### src/rtl/floo_pkg.sv
// Shared flit/header types and the arbiter state encoding used by the output-port stage.
package floo_pkg;

    typedef struct packed {
        logic last;
    } hdr_t;

    typedef struct packed {
        hdr_t        hdr;
        logic [15:0] payload;
    } flit_t;

    typedef enum logic {
        ArbIdle   = 1'b0,
        ArbLocked = 1'b1
    } arb_state_e;

endpackage

### src/rtl/floo_rr_prio_select.sv
// Cyclic priority encoder: picks the first set request at or after ptr, wrapping around.
module floo_rr_prio_select #(
    parameter int unsigned NumInputs = 4,
    parameter int unsigned IdxWidth  = (NumInputs > 1) ? $clog2(NumInputs) : 1
) (
    input  logic [NumInputs-1:0] req,
    input  logic [IdxWidth-1:0]  ptr,
    output logic [IdxWidth-1:0]  idx,
    output logic                 any
);

    logic [IdxWidth-1:0] cand;

    // Walk offsets from farthest to nearest so the closest requester after ptr wins.
    always_comb begin
        idx  = ptr;
        any  = |req;
        cand = '0;
        for (int unsigned k = 0; k < NumInputs; k++) begin
            cand = IdxWidth'((32'(ptr) + (NumInputs - 1 - k)) % NumInputs);
            if (req[cand]) begin
                idx = cand;
            end
        end
    end

endmodule

### src/rtl/floo_wormhole_output_arbiter.sv
// Output-port stage: round-robin arbitration with a wormhole lock held until the last flit.
module floo_wormhole_output_arbiter
    import floo_pkg::*;
#(
    parameter int unsigned NumInputs = 4,
    parameter type         flit_t    = floo_pkg::flit_t,
    parameter int unsigned IdxWidth  = (NumInputs > 1) ? $clog2(NumInputs) : 1
) (
    input  logic                 clk_i,
    input  logic                 rst_ni,
    input  logic [NumInputs-1:0] valid_i,
    output logic [NumInputs-1:0] ready_o,
    input  flit_t                data_i [NumInputs],
    output logic                 valid_o,
    input  logic                 ready_i,
    output flit_t                data_o,
    output arb_state_e           arb_state
);

    arb_state_e          state_q;
    logic [IdxWidth-1:0] rr_ptr_q;
    logic [IdxWidth-1:0] lock_idx_q;
    logic [IdxWidth-1:0] sel_idx;
    logic [IdxWidth-1:0] grant;
    logic [IdxWidth-1:0] next_ptr;
    logic                sel_any;
    logic                hs;
    logic                hs_last;

    floo_rr_prio_select #(
        .NumInputs (NumInputs),
        .IdxWidth  (IdxWidth)
    ) u_prio_select (
        .req (valid_i),
        .ptr (rr_ptr_q),
        .idx (sel_idx),
        .any (sel_any)
    );

    assign grant     = (state_q == ArbLocked) ? lock_idx_q : sel_idx;
    assign valid_o   = (state_q == ArbLocked) ? valid_i[lock_idx_q] : sel_any;
    assign data_o    = data_i[grant];
    assign hs        = valid_o & ready_i;
    assign hs_last   = hs & data_o.hdr.last;
    assign next_ptr  = (grant == IdxWidth'(NumInputs - 1)) ? '0 : grant + IdxWidth'(1);
    assign arb_state = state_q;

    // Only the granted input sees ready, and only while it actually offers a flit.
    always_comb begin
        ready_o        = '0;
        ready_o[grant] = hs;
    end

    // A stalled offer also locks, which keeps grant and data_o frozen until accepted.
    always_ff @(posedge clk_i or negedge rst_ni) begin
        if (!rst_ni) begin
            state_q    <= ArbIdle;
            rr_ptr_q   <= '0;
            lock_idx_q <= '0;
        end else begin
            if (state_q == ArbIdle) begin
                if (valid_o && !(ready_i && data_o.hdr.last)) begin
                    state_q    <= ArbLocked;
                    lock_idx_q <= grant;
                end
            end else if (hs_last) begin
                state_q <= ArbIdle;
            end
            if (hs_last) begin
                rr_ptr_q <= next_ptr;
            end
        end
    end

    offer_held: assert property (@(posedge clk_i) disable iff (!rst_ni)
        (valid_o && !ready_i) |=> valid_o)
        else $warning("granted input withdrew valid before its flit was accepted");

endmodule

### config.mk
export PLATFORM = sky130hd
export DESIGN_NAME = floo_wormhole_output_arbiter
export DESIGN_NICKNAME = d
export VERILOG_FILES = /design/src/rtl/floo_pkg.sv /design/src/rtl/floo_rr_prio_select.sv /design/src/rtl/floo_wormhole_output_arbiter.sv
export SDC_FILE = /design/constraint.sdc
export NUM_CORES = 1
export LEC_CHECK = 0
export BUFFER_PORTS_ARGS = -buffer_cell sky130_fd_sc_hd__buf_2
export CAP_MARGIN = 10
export CORE_MARGIN = 8
export CORE_UTILIZATION = 36
export DETAILED_ROUTE_END_ITERATION = 10
export PLACE_DENSITY = 0.78
export SYNTH_ARGS = -nofsm -noshare
export SYNTH_HDL_FRONTEND = slang
export SYNTH_HIERARCHICAL = 1
export SYNTH_SLANG_ARGS = --single-unit
### constraint.sdc
create_clock -name clk_i -period 7.02 [get_ports clk_i]
set_clock_uncertainty 0.05 [all_clocks]
set_input_delay 0.351 -clock clk_i [delete_from_list [all_inputs] [get_ports clk_i]]
set_output_delay 0.351 -clock clk_i [all_outputs]
set_load 0.005 [all_outputs]
==> summary.txt, run 1 <==
Placed cell count -> 287
Final min period -> 3.85 ns
Worst vdd ir -> 0.194 mV
Syn Nets -> 245
Tot GR Track Use -> 15.0%
Fin crit share -> 54.9%
Post-DR vias/cell -> 5.03
Fin util -> 53.8%
Area leader, netlist -> nand2_1
CP endpoint kind -> output port
DP Wirelength -> 3160 µm
Layout cells sized above 1 -> 43.6%
Most common cell after layout, fill and taps aside -> buf_2
Pre-antenna DRT Iters -> 4
Diode count -> 0
WL/cell -> 13.6 µm
Clk_lat worst skew -> 0.24 ns
Core area -> 0.00295 mm²
Setup CP Type -> reg -> out
Switching portion of total power -> 52.3%
Initial Util -> 36.4%
Die area -> 0.00499 mm²
Min-Delay Path Class -> in -> async
Sequential-to-total area share from yosys stat -> 11.7%
Initial drt markers -> 53
Slew Limit Headroom -> 29.4%
CTS Root Cell -> clkbuf_4
Worst hold margin -> 0.408 ns
Ys flop type -> dfrtp_1
Clock Sinks -> 5
Crit path max-delay family -> buffers and inverters
DIE WIDTH -> 70.6 µm
Critical Path RT -> 6.62 ns
Setup TNS -> 0 ns
First-pass GRT wire length -> 6470 µm
Clock transition at path regs -> 0.05 ns
Die Height -> 70.6 µm
Crit path buf inv count -> 3
Max Clk Rate -> 260 MHz
Crit-path max FO -> 38
Commonest cells after routing, fill and taps aside -> 97 x buf_2, 66 x nand2_1, 16 x and3_1, 16 x a31oi_1, 6 x inv_1
Gate power share -> 83.3%
Port Buffer Count -> 97
MaxCap Viol Count -> 0
Post-synth EDFFs -> 0
Gp weighted congestion -> 0.801
P_int -> 0.281 mW
ANT nets after route -> 0
Worst-Margin Slew -> 1.04 ns
Net load switching power -> 0.309 mW
CTS tree -> done
Final WL -> 3980 µm
Leak pwr -> 0.911 nW
Max Slew Vio Count -> 0
Worst-path cell chain -> inv_1, a21oi_1, o221a_2, mux2i_4, inv_1, ha_1, and2_1, buf_2
Nets -> 339
Via Count -> 1468
Synth warn -> 6
Final global-route overflow total -> 0
Final Hold Vio Count -> 0
Rows -> 20
Share of Yosys cell area claimed by the top area cell type -> 23.1%
Post-route DRC -> 0
CTS Buf Count -> 3
Final setup violation count -> 0
Syn avg cell area -> 6.47 µm²
Vias in the first global route -> 1445
FF+latch count, synth -> 5
Antenna violations before repair -> 0
Largest net degree at the start of global routing -> 39
Status -> finished clean
Top post-synthesis cells by area -> nand2_1 23%, dfrtp_1 12%, a31oi_1 9.3%
Fin cells -> 292
Area occupied by registers -> 125 µm²
CP Launch Type -> register
Filler Cells Inserted -> 303
Postcts setup bufs -> 0
Most used cell, CP -> inv_1
Synth unique cells -> 35
Slowest stage cell on the critical path -> mux2i_4
RSZ-0062 raised after global routing -> no
Area Growth Syn to Fin -> 47.9%
Crit-path max cell delay -> 0.81 ns
Max clock buf depth -> 2
Clk pwr share -> 5.6%
Mapped Cells -> 166
Htree depth -> 1
Asr flop ratio synth -> 100%
Worst EP arrival -> 3.45 ns
Multi-input gate area -> 877 µm²
Ports -> 98
Sequential power share -> 11.1%
Mapped Area -> 0.00107 mm²
PwrDens -> 372 mW/mm²
==> worst paths after layout <==
check	startpoint	to	slack (ns)	cells after the start
min	rst_ni	lock_idx_q[1]	0.41	2
max in group asynchronous	rst_ni	arb_state	6.37	2
min reg2reg	rr_ptr_q[0]	rr_ptr_q[0]	0.49	1
max reg2reg	rr_ptr_q[1]	rr_ptr_q[0]	3.69	8
min in group clk_i	rr_ptr_q[0]	rr_ptr_q[0]	0.49	1
max	rr_ptr_q[1]	ready_o[3]	3.17	8
==> layer usage <==
metal  track usage (%)  up-vias  wire length [µm]
met1              16.1      659              1630
met3              4.94        0               343
met5                 0        -                 0
met4              2.31        0                 0
li1                  -      759                 -
met2              28.1       50              2010
==> worst register-to-register path, delay by kind of cell, from the launching register on <==
| family | cells | cell delay [ns] |
|---|---|---|
| and+or+nand+nor | 1 | 0.12 |
| AOI/OAI and AO/OA | 2 | 0.38 |
| DFF | 1 | 0.41 |
| buffers and inverters | 2 | 0.88 |
| muxes | 2 | 0.97 |
| adders and majority gates | 1 | 0.47 |
==> kinds of logic (layout without fill, tap and decap cells) <==
group	Yosys count	in the layout	share of synthesized area (%)
and+or+nand+nor	104	104	45.7
AOI/OAI and AO/OA	31	31	21.0
buffers and inverters	15	108	6.64
muxes	7	7	10.4
DFF	5	5	11.7
adders and majority gates	4	4	4.66
==> final cells by class <==
cell class / instances / area share, %
clock buffer: 4 / 1.65
inverter: 6 / 1.42
multi-input combinational: 146 / 55.2
sequential: 5 / 7.88
tap: 33 / 2.60
timing repair buffer: 98 / 31.2
==> per-stage QoR <==
stage / setup WS [ns] / total power, mW / cell area (µm²)
after global placement: 3.31 / 0.556 / 1550
after global routing: 2.84 / 0.660 / 1590
after floorplan: 4.65 / 0.402 / 1070
after detailed placement: 3.29 / 0.561 / 1550
after CTS: 3.14 / 0.598 / 1590
final: 3.17 / 0.590 / 1590
==> registers in the layout, indices dropped and copies added (netlist names) <==
register,flops
arb_state,1
lock_idx_q,2
rr_ptr_q,2
==> synth_stat cells, types with 2 or more instances <==
| cell type | count |
|---|---|
| nand2_1 | 66 |
| a31oi_1 | 16 |
| and3_1 | 16 |
| inv_1 | 6 |
| dfrtp_1 | 5 |
| o21ai_0 | 5 |
| and2_1 | 4 |
| clkbuf_1 | 4 |
| ha_1 | 4 |
| nor2_1 | 4 |
| buf_2 | 3 |
| mux2_1 | 3 |
| nor2b_1 | 3 |
| a21oi_1 | 2 |
| and2b_1 | 2 |
| and2b_2 | 2 |
| mux2i_4 | 2 |
| nor3_1 | 2 |
==> power by group through the flow <==
stage	Sequential (mW)	Clock [mW]	Combinational (mW)
6_report	0.0657	0.0329	0.491
5_1_grt	0.0691	0.0360	0.555
4_1_cts	0.0662	0.0342	0.498
3_5_place_dp	0.0662	0	0.495
3_3_place_gp	0.0659	0	0.490
2_1_floorplan	0.0562	0	0.346
==> what timing repair did <==
| action | 4_1_cts | 5_1_grt |
|---|---|---|
| endpoints found under the setup margin | 0 | 0 |
| hold buffers | 1 | 0 |
| gates resized for setup | 0 | 0 |
| endpoints found under the hold margin | 5 | 0 |
(Power assumes the default switching activity.)
==> inputs of run 2 (changes only) <==
Settings changed: CORE_UTILIZATION 36 to 34, PLACE_DENSITY 0.78 to 0.77.
Clock period 7.02 ns to 3.47 ns, I/O delays scaled along.
==> run 2 against run 1 <==
Compared with the run above:
- non-clock buffer count rose by 3
- setup slack got worse by 2.6 ns
- sequential cell count did not move
- core utilization fell by 0.13 points
- cell count rose by 4.8%
- hold slack got worse by 0.17 ns
- die area rose by 4.5%
- design area rose by 2.3%
- wire length rose by 2.8%
- combinational power rose by 110%
- total power rose by 110%
- critical endpoint unchanged
- clock power rose by 100%
- critical path type unchanged
==> summary.txt, run 2 (same netlist as run 1, synthesis figures left out) <==
Fin cells -> 306 (+4.8%)
Crit-path max FO -> 19 (-50%)
DIE WIDTH -> 72.2 µm (+2.2%)
Worst r2r src -> rr_ptr_q[0]
Via Count -> 1492 (+1.6%)
Worst vdd ir -> 0.434 mV (+120%)
Fin crit share -> 83.8%
Max Clk Rate -> 344 MHz
Slowest stage cell on the critical path -> mux2i_4
Core area -> 0.00303 mm² (+2.5%)
Status -> finished clean
Multi-input gate area -> 877 µm² (unchanged)
Crit path max-delay family -> buffers and inverters
Area Growth Syn to Fin -> 51.3%
Flop2flop setup slack -> 0.83 ns (-2.86 ns)
Pre-CTS setup slack -> 0.826 ns (-2.46 ns)
Min-Delay Path Class -> in -> async
CP endpoint kind -> output port
DP Wirelength -> 3300 µm (+4.4%)
ANT nets after route -> 0 (unchanged)
CTS Buf Count -> 3 (unchanged)
PwrDens -> 752 mW/mm² (+100%)
Worst hold margin -> 0.241 ns (-0.167 ns)
Post-DR vias/cell -> 4.88 (-3.0%)
Final setup violation count -> 0 (unchanged)
Max Slew Vio Count -> 0 (unchanged)
Placed cell count -> 301 (+4.9%)
Worst-Margin Slew -> 0.597 ns (-0.440 ns)
Worst-path cell chain -> and2b_1, o21ai_0, nand2_1, mux2i_4, inv_1, ha_1, and2_1, buf_2
Largest net degree at the start of global routing -> 35 (-10%)
First-pass GRT wire length -> 6400 µm (-1.1%)
Clock Sinks -> 5 (unchanged)
MaxCap Viol Count -> 0 (unchanged)
Htree depth -> 1 (unchanged)
Initial drt markers -> 41 (-23%)
Filler Cells Inserted -> 320 (+5.6%)
Setup TNS -> 0 ns (unchanged)
Crit path buf inv count -> 2 (-1)
Pre-antenna DRT Iters -> 4 (unchanged)
Nets -> 342 (+0.88%)
Worst setup startpoint -> rr_ptr_q[0]
WL/cell -> 13.4 µm (-1.9%)
CP Launch Type -> register
Leak pwr -> 0.925 nW (+1.6%)
Worst EP arrival -> 2.69 ns (-0.76 ns)
Critical Path RT -> 3.25 ns (-3.37 ns)
Most common cell after layout, fill and taps aside -> buf_2
Gp weighted congestion -> 0.911 (+14%)
Final WS setup -> 0.561 ns (-2.61 ns)
Antenna violations before repair -> 0 (unchanged)
Port Buffer Count -> 97 (unchanged)
Rows -> 20 (unchanged)
Post-route DRC -> 0 (unchanged)
Clock transition at path regs -> 0.04 ns (about the same)
Crit-path max cell delay -> 0.52 ns (-0.29 ns)
Final WL -> 4090 µm (+2.8%)
Die Height -> 72.2 µm (+2.2%)
Final min period -> 2.91 ns
Die area -> 0.00521 mm² (+4.5%)
Diode count -> 0 (unchanged)
Layout cells sized above 1 -> 44.3% (+0.65 points)
Vias in the first global route -> 1364 (-5.6%)
Setup CP Type -> reg -> out
Tot GR Track Use -> 14.6% (-0.48 points)
Final global-route overflow total -> 0 (unchanged)
CTS Root Cell -> clkbuf_4
Max clock buf depth -> 2 (unchanged)
Final Hold Vio Count -> 0 (unchanged)
Ports -> 98 (unchanged)
RSZ-0062 raised after global routing -> no
Slew Limit Headroom -> 59.3% (+30 points)
Clk_lat worst skew -> 0.24 ns (about the same)
Initial Util -> 35.5% (-0.90 points)
CTS tree -> done
Area occupied by registers -> 125 µm² (unchanged)
Commonest cells after routing, fill and taps aside -> 97 x buf_2, 66 x nand2_1, 16 x and3_1, 16 x a31oi_1, 6 x inv_1
==> run 2: stage by stage <==
step	cell area, µm²	util, %	power [mW]
6_report	1620	53.6	1.22
5_1_grt	1620	53.6	1.36
2_1_floorplan	1070	-	0.813
4_1_cts	1620	53.6	1.24
3_5_place_dp	1590	52.4	1.16
3_3_place_gp	1590	52.4	1.14
==> run 2: layer usage <==
layer	vias to the layer above	routed length, µm	GRT usage [%]
met5	-	0	0
met1	664	1700	17.0
met3	2	418	5.23
met4	0	11	2.72
met2	63	1960	24.8
li1	763	-	-
==> run 2: path summary, 6_finish.rpt <==
kind	depth (start not counted)	endpoint
worst max-delay path	8	ready_o[3]
worst min-delay path	2	rr_ptr_q[1]
worst max register to register	8	rr_ptr_q[0]
worst min register to register	1	rr_ptr_q[0]
max in group asynchronous	2	lock_idx_q[1]
min in group clk_i	4	arb_state
==> run 2: area by class of cell <==
| class | count | area share [%] |
|---|---|---|
| inverters | 6 | 1.39 |
| repair buffers | 101 | 31.9 |
| clock buffers | 4 | 1.62 |
| well taps | 44 | 3.39 |
| multi-input cells | 146 | 54.0 |
| flip-flops and latches | 5 | 7.70 |
==> run 2: repair_timing <==
| item | 4_1_cts | 5_1_grt |
|---|---|---|
| buffers inserted | 0 | 0 |
| hold buffers | 1 | 0 |
| hold endpoints to repair | 5 | 0 |
| gates resized for setup | 0 | 0 |
==> run 2: worst reg2reg max path, cell delays in order, from the launching register on <==
cell,delay [ns]
dfrtp_1,0.36
and2b_2,0.22
or4_1,0.49
nand2_1,0.17
mux2i_4,0.20
inv_1,0.44
ha_1,0.26
nor2_1,0.05
mux2_1,0.28
==> run 2: power breakdown <==
| part | switching [mW] | total [mW] | internal, mW |
|---|---|---|---|
| combinational | 0.561 | 1.02 | 0.462 |
| clock | 0.0232 | 0.0666 | 0.0434 |
| sequential | 0.0469 | 0.132 | 0.0851 |
| total | 0.631 | 1.22 | 0.591 |
==> inputs of run 3 (changes only) <==
Settings changed: ABC_AREA set to 1, CORE_UTILIZATION 34 to 36, PLACE_DENSITY 0.77 to 0.76.
Clock period 3.47 ns to 2.97 ns, I/O delays scaled along.
==> run 3 against run 2 <==
Compared with the run above:
- synthesized cell count increased by 29%
- global-route usage increased by 2.5 points
- largest cell class unchanged
- highest routed layer unchanged
- cell count increased by 15%
- first-iteration DRC count increased by 110%
- core utilization increased by 0.75 points
==> summary.txt, run 3 <==
Nets -> 387 (+13%)
Post-synth EDFFs -> 0 (unchanged)
Crit-path max FO -> 23 (+4)
Vias in the first global route -> 1697 (+24%)
Ys flop type -> dfrtp_1
Layout cells sized above 1 -> 39.1% (-5.2 points)
Pre-CTS setup slack -> 0.435 ns (-0.391 ns)
CTS Buf Count -> 3 (unchanged)
Share of Yosys cell area claimed by the top area cell type -> 16.7% (-6.4 points)
Post-route design area -> 0.00167 mm² (+3.1%)
Syn Nets -> 293 (+20%)
Ports -> 98 (unchanged)
Htree depth -> 1 (unchanged)
Setup TNS -> 0 ns (unchanged)
Net load switching power -> 1.01 mW (+61%)
Most common cell after layout, fill and taps aside -> buf_2
Worst-Margin Slew -> 0.772 ns (+0.175 ns)
FF+latch count, synth -> 5 (unchanged)
Commonest cells post-synth -> 52 x nand2_1, 37 x nor2_1, 32 x o21ai_0, 17 x nand3_1
Top-count cell post-synth -> nand2_1
Area Growth Syn to Fin -> 43.4%
Synth unique cells -> 21 (-40%)
Pre-antenna DRT Iters -> 4 (unchanged)
Post-route DRC -> 0 (unchanged)
Syn avg cell area -> 5.45 µm² (-16%)
Fin crit share -> 89.1%
PwrDens -> 1050 mW/mm² (+39%)
Diode count -> 0 (unchanged)
MaxCap Viol Count -> 0 (unchanged)
Slowest stage cell on the critical path -> dfrtp_1
Top post-synthesis cells by area -> nand2_1 17%, o21ai_0 14%, nor2_1 12%
Max Clk Rate -> 378 MHz
Slew Limit Headroom -> 48.5% (-11 points)
Fin util -> 54.4% (+0.75 points)
RR Endpoint -> rr_ptr_q[0]
Final Hold Vio Count -> 0 (unchanged)
Leak pwr -> 0.968 nW (+4.6%)
CP endpoint kind -> output port
Switching portion of total power -> 57.9% (+6.2 points)
Commonest cells after routing, fill and taps aside -> 97 x buf_2, 52 x nand2_1, 37 x nor2_1, 32 x o21ai_0, 17 x nand3_1
Max clock buf depth -> 2 (unchanged)
Die area -> 0.00532 mm² (+2.1%)
Most used cell, CP -> nand2_1
Largest net degree at the start of global routing -> 35 (unchanged)
Critical Path RT -> 2.77 ns (-0.48 ns)
Port Buffer Count -> 97 (unchanged)
P_int -> 0.738 mW (+25%)
Status -> finished clean
DP Area -> 0.00164 mm² (+3.0%)
Asr flop ratio synth -> 100% (unchanged)
DP Wirelength -> 3850 µm (+16%)
Clock transition at path regs -> 0.04 ns (about the same)
Max Slew Vio Count -> 0 (unchanged)
Sequential-to-total area share from yosys stat -> 10.7% (-0.94 points)
Post-DR vias/cell -> 4.92 (+0.85%)
Mapped Area -> 0.00117 mm² (+8.7%)
Die Height -> 72.9 µm (+1.0%)
Final WL -> 4550 µm (+11%)
Worst EP arrival -> 2.45 ns (-0.24 ns)
Final WS setup -> 0.325 ns (-0.236 ns)
Antenna violations before repair -> 0 (unchanged)
Final setup violation count -> 0 (unchanged)
DIE WIDTH -> 72.9 µm (+1.0%)
Gate power share -> 86.5% (+2.8 points)
Area leader, netlist -> nand2_1
CTS tree -> done
Mapped Cells -> 214 (+29%)
Tot GR Track Use -> 17.0% (+2.5 points)
CP Launch Type -> register
RSZ-0062 raised after global routing -> no
Clock Sinks -> 5 (unchanged)
Reg2reg path depth -> 16 (+8)
Crit-path max cell delay -> 0.56 ns (+0.04 ns)
Flop2flop setup slack -> 0.64 ns (-0.19 ns)
Gp weighted congestion -> 0.898 (-1.4%)
Final global-route overflow total -> 0 (unchanged)
Hold path startpoint -> ready_i
First-pass GRT wire length -> 7380 µm (+15%)
Initial Util -> 37.9% (+2.5 points)
Crit path capture -> data_o[8]
Core area -> 0.00308 mm² (+1.7%)
Worst-path cell chain -> inv_6, nand2_1, nand2_1, nand2_1, nand2_1, nand2_1, nand2_1, nand2_1, nand2_1, nand2_1, nand2_4, nand2_4, buf_4, o21ai_0, o22ai_1, buf_2
Rows -> 20 (unchanged)
Synth warn -> 6 (unchanged)
Setup CP Type -> reg -> out
Initial drt markers -> 87 (+110%)
Worst vdd ir -> 0.487 mV (+12%)
CTS Root Cell -> clkbuf_4
ANT nets after route -> 0 (unchanged)
Worst setup startpoint -> rr_ptr_q[0]
WL/cell -> 13.0 µm (-3.1%)
Min-Delay Path Class -> in -> reg
Clk_lat worst skew -> 0.24 ns (about the same)
Worst r2r src -> rr_ptr_q[0]
Clk pwr share -> 4.4% (-1.1 points)
Sequential power share -> 9.0% (-1.8 points)
Final min period -> 2.65 ns
Via Count -> 1726 (+16%)
run 3: worst min-delay path by stage:
stage,endpoint,slack [ns],depth (start not counted)
2_1_floorplan,arb_state,-0.20,0
3_3_place_gp,rr_ptr_q[1],-0.08,1
3_5_place_dp,rr_ptr_q[1],-0.08,1
4_1_cts,rr_ptr_q[1],0.16,3
5_1_grt,rr_ptr_q[1],0.17,3
6_report,rr_ptr_q[1],0.17,3
run 3: cells by family (layout without fill, tap and decap cells):
kind of cell               Yosys count  count (layout)  synth area share [%]
and+or+nand+nor                    120             120                  45.3
AOI/OAI and AO/OA                   52              52                  24.7
buffers and inverters               33             126                  15.0
DFF                                  5               5                  10.7
adders and majority gates            4               4                  4.29
run 3: cell type report:
cell class / instances / area [µm²]
clock buffers: 4 / 26.3
fillers: 319 / 1400
inverters: 22 / 90.1
multi-input cells: 176 / 867
flip-flops and latches: 5 / 125
well taps: 44 / 55.1
repair buffers: 100 / 510
run 3: critical path, delay by kind of cell, from the launching register on:
| kind | cells | cell delay (ns) |
|---|---|---|
| AO/OA/AOI/OAI | 2 | 0.30 |
| buffers and inverters | 3 | 0.50 |
| flip-flops | 1 | 0.56 |
| AND/OR/NAND/NOR | 11 | 0.83 |
run 3: per-layer routing:
metal / track usage (%) / routed length [µm]
met1: 16.5 / 1630
met2: 29.0 / 2200
met3: 11.0 / 640
met4: 5.11 / 76
met5: 0 / 0
run 3: repair_timing:
item,in CTS,in global routing
gates resized for setup,0,2
setup buffers,0,0
endpoints found under the setup margin,0,18
hold buffers,1,0
endpoints found under the hold margin,5,0
run 3: through the flow:
| stage | power [mW] | hold WS (ns) | cells |
|---|---|---|---|
| floorplan | 1.28 | -0.197 | 214 |
| finish | 1.75 | 0.168 | 351 |
| global route | 1.99 | 0.169 | 351 |
| detailed placement | 1.68 | -0.0832 | 346 |
| CTS | 1.77 | 0.161 | 351 |
| global placement | 1.66 | -0.0825 | 346 |
run 3: power by group through the flow:
stage                     Combinational (mW)  Clock [mW]  Sequential [mW]
after CTS                               1.53      0.0813            0.157
final                                   1.52      0.0778            0.158
after detailed placement                1.52           0            0.158
after floorplan                         1.15           0            0.130
after global placement                  1.51           0            0.158
after global routing                    1.74      0.0890            0.163
